[src/rtl/trap_ctrl.sv]
// rtl/trap_ctrl.sv - trap entry/return controller with exception priority, interrupt latching and double-fault halt
module trap_ctrl #(
    parameter int                ADDR_W       = 16,
    parameter logic [ADDR_W-1:0] MAX_ROM_ADDR = 16'h007C,
    parameter logic [ADDR_W-1:0] MAX_RAM_ADDR = 16'h007C,
    parameter int                N_IRQ        = 4,
    parameter logic [ADDR_W-1:0] TRAP_VEC     = 16'h0040
) (
    input  logic              clk,
    input  logic              rst,
    input  logic              valid_in,
    input  logic [31:0]       instr,
    input  logic [ADDR_W-1:0] pc,
    input  logic [ADDR_W-1:0] mem_addr,
    input  logic [N_IRQ-1:0]  irq,
    input  logic [N_IRQ-1:0]  irq_mask,
    input  logic              mie,
    input  logic              mret_in,
    output logic              trap,
    output logic              ret,
    output logic [ADDR_W-1:0] redirect_pc,
    output logic [31:0]       mcause,
    output logic [31:0]       mepc,
    output logic [31:0]       mtval,
    output logic [N_IRQ-1:0]  pending,
    output logic              in_handler,
    output logic              halted,
    output logic [15:0]       trap_count
);

    localparam int PAD_W = 32 - ADDR_W;

    typedef enum logic [1:0] {
        S_IDLE,
        S_ENTER,
        S_HANDLER,
        S_HALT
    } state_t;

    state_t state;
    state_t state_next;

    logic [6:0]       opcode;
    logic [2:0]       funct3;
    logic             opc_legal;
    logic             pc_bad;
    logic             addr_bad;
    logic             is_load;
    logic             is_store;

    logic             exc_any;
    logic [4:0]       exc_code;
    logic [31:0]      exc_tval;

    logic [N_IRQ-1:0] irq_act;
    logic             irq_any;
    logic [3:0]       irq_idx;
    logic [N_IRQ-1:0] irq_clr;

    logic             take_exc;
    logic             take_irq;
    logic             take_trap;
    logic             halt_exc;
    logic             do_ret;
    logic [31:0]      cause_next;
    logic [31:0]      tval_next;

    assign opcode   = instr[6:0];
    assign funct3   = instr[14:12];
    assign is_load  = (opcode == 7'd3);
    assign is_store = (opcode == 7'd35);
    assign pc_bad   = (pc > MAX_ROM_ADDR) || (pc[1:0] != 2'b00);
    // Out-of-range applies to every access width; misalignment only matters for word accesses.
    assign addr_bad = (mem_addr > MAX_RAM_ADDR) ||
                      ((funct3 == 3'b010) && (mem_addr[1:0] != 2'b00));

    // Opcode whitelist: load, op-imm, store, op, branch, jal, system.
    always_comb begin
        opc_legal = 1'b0;
        case (opcode)
            7'd3, 7'd19, 7'd35, 7'd51, 7'd99, 7'd111, 7'd115: opc_legal = 1'b1;
            default: opc_legal = 1'b0;
        endcase
    end

    // Exception priority encoder: fetch fault, illegal instr, load fault, store fault.
    always_comb begin
        exc_any  = 1'b0;
        exc_code = 5'd0;
        exc_tval = 32'd0;
        if (pc_bad) begin
            exc_any  = 1'b1;
            exc_code = 5'd0;
            exc_tval = {{PAD_W{1'b0}}, pc};
        end else if (!opc_legal) begin
            exc_any  = 1'b1;
            exc_code = 5'd2;
            exc_tval = instr;
        end else if (is_load && addr_bad) begin
            exc_any  = 1'b1;
            exc_code = 5'd4;
            exc_tval = {{PAD_W{1'b0}}, mem_addr};
        end else if (is_store && addr_bad) begin
            exc_any  = 1'b1;
            exc_code = 5'd6;
            exc_tval = {{PAD_W{1'b0}}, mem_addr};
        end
    end

    assign irq_act = pending & irq_mask;
    assign irq_any = |irq_act;

    // Lowest enabled pending line wins; scanning downward lets the smallest index overwrite last.
    always_comb begin
        irq_idx = 4'd0;
        for (int i = N_IRQ - 1; i >= 0; i--) begin
            if (irq_act[i]) begin
                irq_idx = 4'(i);
            end
        end
    end

    assign take_exc  = (state == S_IDLE) && valid_in && exc_any;
    assign take_irq  = (state == S_IDLE) && valid_in && mie && !exc_any && irq_any;
    assign take_trap = take_exc || take_irq;
    assign halt_exc  = (state == S_HANDLER) && valid_in && exc_any;
    // A fault inside the handler outranks a simultaneous mret: the core is locked, not resumed.
    assign do_ret    = (state == S_HANDLER) && mret_in && !halt_exc;

    // Interrupt code is 16+i, i.e. bit 4 set above the 4-bit line index.
    assign cause_next = take_exc ? {27'd0, exc_code} : {1'b1, 26'd0, 1'b1, irq_idx};
    assign tval_next  = take_exc ? exc_tval : 32'd0;

    // Only the line actually being serviced is consumed from pending.
    always_comb begin
        irq_clr = '0;
        for (int i = 0; i < N_IRQ; i++) begin
            if (take_irq && (irq_idx == 4'(i))) begin
                irq_clr[i] = 1'b1;
            end
        end
    end

    // Next-state logic.
    always_comb begin
        state_next = state;
        case (state)
            S_IDLE: begin
                if (take_trap) begin
                    state_next = S_ENTER;
                end
            end
            S_ENTER: begin
                state_next = S_HANDLER;
            end
            S_HANDLER: begin
                if (halt_exc) begin
                    state_next = S_HALT;
                end else if (do_ret) begin
                    state_next = S_IDLE;
                end
            end
            S_HALT: begin
                state_next = S_HALT;
            end
            default: begin
                state_next = S_IDLE;
            end
        endcase
    end

    // State register.
    always_ff @(posedge clk) begin
        if (rst) begin
            state <= S_IDLE;
        end else begin
            state <= state_next;
        end
    end

    // Trap CSRs, pulses, redirect target, pending latch and entry counter.
    always_ff @(posedge clk) begin
        if (rst) begin
            trap        <= 1'b0;
            ret         <= 1'b0;
            redirect_pc <= '0;
            mcause      <= 32'd0;
            mepc        <= 32'd0;
            mtval       <= 32'd0;
            pending     <= '0;
            trap_count  <= 16'd0;
        end else begin
            trap    <= take_trap;
            ret     <= do_ret;
            pending <= (pending | irq) & ~irq_clr;
            if (take_trap) begin
                redirect_pc <= TRAP_VEC;
                mcause      <= cause_next;
                mepc        <= {{PAD_W{1'b0}}, pc};
                mtval       <= tval_next;
                if (trap_count != 16'hFFFF) begin
                    trap_count <= trap_count + 16'd1;
                end
            end else if (do_ret) begin
                redirect_pc <= mepc[ADDR_W-1:0];
            end
        end
    end

    assign in_handler = (state == S_HANDLER);
    assign halted     = (state == S_HALT);

endmodule

[config.mk]
export PLATFORM = sky130hd
export DESIGN_NAME = trap_ctrl
export DESIGN_NICKNAME = d
export VERILOG_FILES = /design/src/rtl/trap_ctrl.sv
export SDC_FILE = /design/constraint.sdc
export NUM_CORES = 1
export LEC_CHECK = 0
export CAP_MARGIN = 40
export CORE_MARGIN = 1.5
export CORE_UTILIZATION = 41
export CTS_BUF_LIST = sky130_fd_sc_hd__clkbuf_4
export CTS_CLUSTER_DIAMETER = 50
export DETAILED_ROUTE_END_ITERATION = 7
export PLACE_DENSITY_LB_ADDON = 0.15
export SYNTH_ARGS = -nofsm -noshare
export SYNTH_HDL_FRONTEND = slang
export SYNTH_SLANG_ARGS = --single-unit
[constraint.sdc]
create_clock -name clk -period 2.8 [get_ports clk]
set_input_delay 0.56 -clock clk [delete_from_list [all_inputs] [get_ports clk]]
set_output_delay 0.56 -clock clk [all_outputs]
set_load 0.01 [all_outputs]
**Word level (Yosys, flattened, before mapping)**

Index checks and enable logic that the tools add are counted.

- Equal/unequal tests: 17
- Reductions and logical operators: 31
- Add/subtract/negate cells: 1
- Bitwise gates (word level): 4
- $lt $le $gt $ge: 2
- Mux-type cells: 29

Operators by type and width:

| operator | number |
|---|---|
| $mux 32 | 4 |
| $gt 16x7->1 const B | 2 |
| $mux 16 | 2 |
| $eq 7x7->1 const B | 3 |
| $add 16x1->16 const B | 1 |
| $logic_and 1x1->1 | 16 |
| $ne 16x16->1 const B | 1 |
| $eq 7x6->1 const B | 2 |
| $mux 7 | 2 |
| $mux 3 | 4 |
| $mux 4 | 3 |
| $mux 1 | 9 |
| $and 4x4->4 | 2 |
| $eq 4x2->1 const B | 2 |
| $mux 2 | 4 |
| $pmux 2 s4 | 1 |
| $eq 7x2->1 const B | 1 |
| $eq 7x5->1 const B | 1 |
| $reduce_or 7->1 | 1 |
| $reduce_bool 2->1 | 3 |
| $eq 2x2->1 const B | 2 |
| $eq 4x1->1 const B | 1 |
| $logic_not 4->1 | 1 |
| $not 4->4 | 1 |
| other kinds (11) | 15 |

- Output and inout bits: 136
- Logic and storage cells: 94
- Bits of input ports: 77
- Bits in registers: 120

**Longest topological paths before layout**

- Depth in word-level cells: 15
- Gate-level depth with buffers: 10
- Depth with buffers taken out: 6

**Least setup slack after synthesis**

Ideal clock, no wire load.

- Kind: input -> register
- Start point: input pc[11]
- End point: register redirect_pc[10]
- Slack: 0.231 ns
- Library setup time: 0.117 ns
- Cell stages on the path: 9
- Arrival: 2.452 ns
- Path buffers: 3
- Path through: or4_1 > and4bb_1 > buf_6 > nand3_4 > o31ai_1 > buf_4 > buf_4 > mux2i_1 > nor2_1

- Word-level cells in the longest chain between the ends: 8

Ends and longest elaborated chain:

| what | line | text |
|---|---|---|
| from (decl) | 13 | `input logic [ADDR_W-1:0] pc,` |
| $gt 16x7->1 * | 72 | `assign pc_bad = (pc > MAX_ROM_ADDR) \|\| (pc[1:0] != 2'b00);` |
| $logic_or 1x1->1 * | 72 |  |
| $mux 1 * | 91 | `if (pc_bad) begin` |
| $logic_not 1->1 | 124 | `assign take_irq = (state == S_IDLE) && valid_in && mie && !exc_any && irq_any;` |
| $logic_and 1x1->1 (2 in a row) | 124 |  |
| $logic_or 1x1->1 | 125 | `assign take_trap = take_exc \|\| take_irq;` |
| $reduce_or 2->1 (no line) | -- |  |
| to (signal assigned) | 205 | `redirect_pc <= mepc[ADDR_W-1:0];` |
| to (decl) | 21 | `output logic [ADDR_W-1:0] redirect_pc,` |

Every way passes the cells marked *; elsewhere a longest branch is shown, timed or not.
A chain may end at the register's enable or synchronous reset.

**Final worst setup path**

- Start point: input pc[11]
- End point: register redirect_pc[11]

Same word-level chain as after synthesis.

==> flow_summary.ini <==
[critical_path]
worstSetupEndpointType = register
reg2reg_from = trap_count[0]
crit_slowest_cell = or4_1
required_ns = 3.16
worstSetupEndpoint = redirect_pc[11]
crit_type = primary input to register
worstReg2RegEnd = trap_count[14]
path_max_fanout = 13
max_stage_delay_ns = 0.58
start_kind = primary input
path_cells = clkdlybuf4s50_1 > or4_1 > and4bb_1 > buf_4 > nand4_1 > o21ai_1 > nand2b_1 > buf_4 > nor2_1
critPathArrivalTime_ns = 2.98
cp-startpoint = pc[11]
r2r_cells = 7
crit_path_frequent_cell = buf_4
rrSetupSlack_ns = 0.61

[pwr]
netSwitchingFraction_pct = 27.3
vdd_drop_max_v = 0.000290
p_per_area_nw_per_um2 = 396
switching_power_mw = 0.678
finalPower_mw = 2.48
p_seq_share_pct = 56.2
power_frac_clock_pct = 24.1
p_int_mw = 1.80
leakage_nw = 2.35
pwr-share-comb_pct = 19.7

[route]
drt-pass1-iter-count = 4
detail_route.wl_per_cell_um = 16.2
drc = 0
post_drt_via_cell_ratio = 5.14
routed_wl_um = 12500
routed-via-count = 3975
drtIter0Drc = 175
antenna_left = 0

[clocking]
cts_buffers = 9
cts_resized = 0
clock_path_buffers = 2
clk_pin_slew_ns = 0.13
clk_latency_ns = 0.43
ctsHoldBuffers = 0
cts_tree = yes
cts_root_buffer = clkbuf_4
postCtsSetupBuffers = 0
htreeDepth = 3
cts.sinks = 92

[sta]
fin_skew_ns = 0.00768
slew_viol_final = 0
period_needed_ns = 2.62
fin_crit_sh_pct = 93.5
finalHoldViolCount = 0
tightest_slew_ns = 0.654
setup_viol = 0
layout_setup_ws_ns = 0.182
whs_ns = 0.493
fmax_mhz = 382
max-slew-margin-rel_pct = 56.0
rsz0062_at_grt = false

[global_routing]
grt_pass1_wl_um = 19800
grt_overflow = 0
grt_max_degree = 28
antenna_found_initial = 0
grtUsageTotal_pct = 22.7
grt_pass1_vias = 3876

[synthesis]
synth_edf_count = 0
synth_ff_type = dfxtp_1
yosys.cell_types.count = 56
ys_warn_count = 0
netlist_instances = 440
yosysSeqAreaShare_pct = 44.2
async_flop_share_pct = 0
synth-seq-cells = 92
synth_area_per_cell_um2 = 9.48
syn_area_um2 = 4170

[layout]
drive_above_1_share_pct = 10.8
post-route-util_pct = 63.9
fillCellCount = 882
diodes = 0
fin_cells = 774
final_nets = 717
area_growth_syn_to_layout_pct = 50.4

[floorplan]
start_util_pct = 42.5
die_h_um = 104
core_um2 = 9820
fp-row-count = 36
die_x_um = 104
pin_count = 213
die_area_um2 = 10800

[place]
dp_hpwl_um = 9690
place_congestion = 0.819
port_buffers = 169
post-place-ws_ns = -0.250
dp.cells = 761

[job]
cap_violations = 0

[status]
outcome = finished clean

[hold_path]
min_path_type = register to register
==> power by group through the flow <==
stage / logic, mW / clock network (mW) / registers, mW
3_5_place_dp: 0.486 / 0 / 1.42
3_3_place_gp: 0.479 / 0 / 1.42
5_1_grt: 0.521 / 0.682 / 1.40
6_report: 0.489 / 0.597 / 1.39
2_1_floorplan: 0.210 / 0 / 1.43
4_1_cts: 0.488 / 0.611 / 1.39
==> synthesized netlist by cell type, drive strengths merged, types with 2 or more instances <==
cell type / number / area [um^2]
a211oi: 2 / 15.0
a21boi: 2 / 15.0
a21oi: 34 / 170
a221oi: 6 / 58.8
a22o: 43 / 377
a22oi: 5 / 37.5
a311oi: 3 / 26.3
and2: 4 / 25.0
and3: 3 / 18.8
and4: 3 / 26.3
buf: 58 / 417
clkbuf: 10 / 37.5
dfxtp: 92 / 1840
inv: 3 / 11.3
mux2i: 17 / 170
nand2: 19 / 71.3
nand2b: 3 / 26.3
nand3: 9 / 57.6
nand3b: 3 / 22.5
nand4: 5 / 31.3
nor2: 37 / 139
nor2b: 5 / 31.3
nor3: 6 / 30.0
nor4: 2 / 12.5
nor4b: 2 / 32.5
o211ai: 2 / 15.0
o21ai: 14 / 70.1
o2bb2ai: 10 / 87.6
o31ai: 7 / 57.6
or2: 2 / 12.5
or3: 10 / 62.6
or4: 5 / 37.5
==> placed cells by master (no fill, tap or decap), types with 2 or more instances in the layout <==
cell / count
and3_1: 3
nand2b_1: 2
o31ai_1: 5
a211oi_1: 2
or3_1: 10
nor3_1: 6
o211ai_1: 2
nand4_1: 5
a311oi_1: 3
nor4_1: 2
nand3b_1: 3
a221oi_1: 5
mux2i_1: 17
clkinv_2: 2
clkbuf_4: 10
o2bb2ai_1: 10
nand2_1: 19
or2_2: 2
dfxtp_1: 92
conb_1: 43
o21ai_0: 13
a22o_1: 43
buf_12: 7
buf_4: 38
or4_1: 5
a22oi_1: 5
nand3_1: 8
inv_1: 3
and4_1: 3
and2_1: 4
nor2_1: 36
clkdlybuf4s50_1: 169
nor2b_1: 5
a21oi_1: 34
==> per-layer routing <==
layer | GRT usage, % | vias up | share of wire (%)
met2 | 37.3 | 162 | 46
met5 | 0 | - | 0
li1 | - | 1940 | -
met1 | 29.2 | 1857 | 44
met3 | 6.27 | 16 | 7.8
met4 | 5.95 | 0 | 1.4
==> critical path, delay by kind of cell <==
family	cells	cell delay, ns
buffers and inverters	3	0.84
AOI/OAI and AO/OA	1	0.20
and+or+nand+nor	5	1.38
==> metrics by stage <==
stage / TNS [ns] / area, um^2
after global placement: -8.12 / 6180
after global routing: 0 / 6270
after floorplan: 0 / 4330
after detailed placement: -13.62 / 6180
after CTS: 0 / 6270
final: 0 / 6270
==> worst min path at each step <==
| stage | from | end | slack (ns) | depth (start not counted) |
|---|---|---|---|---|
| 6_report | mtval[12] | mtval[12] | 0.49 | 1 |
| 5_1_grt | mtval[8] | mtval[8] | 0.50 | 1 |
| 4_1_cts | mtval[9] | mtval[9] | 0.49 | 1 |
| 3_5_place_dp | mtval[14] | mtval[14] | 0.46 | 1 |
| 3_3_place_gp | mcause[1] | mcause[1] | 0.46 | 1 |
| 2_1_floorplan | mtval[7] | mtval[7] | 0.48 | 2 |
==> sequential cells by signal (all words and copies together) (netlist names) <==
| signal | flops |
|---|---|
| mepc | 16 |
| redirect_pc | 16 |
| trap_count | 16 |
| ret | 1 |
| trap | 1 |
| pending | 4 |
| state | 2 |
| mtval | 32 |
| mcause | 4 |
==> logic make-up (layout without fill, tap and decap cells) <==
logic type / after synthesis / count (layout) / synth area share (%)
buf+inv: 71 / 230 / 11.2
xor+xnor: 2 / 2 / 0.420
fa+ha+maj: 1 / 1 / 0.300
compound gates: 137 / 137 / 24.2
simple gates: 119 / 119 / 15.6
mux: 17 / 17 / 4.08
flops: 92 / 92 / 44.2
other cells: 1 / 43 / 0.0899
==> cell type report <==
class | count | area (um^2) | area share [%]
inverters | 3 | 11.3 | 0.180
multi-input cells | 319 | 2040 | 32.6
repair buffers | 214 | 2120 | 33.8
well taps | 133 | 166 | 2.65
clock buffers | 10 | 75.1 | 1.20
flip-flops and latches | 92 | 1840 | 29.4
clock inverters | 3 | 17.5 | 0.279
Power figures use the tool's default switching activity.
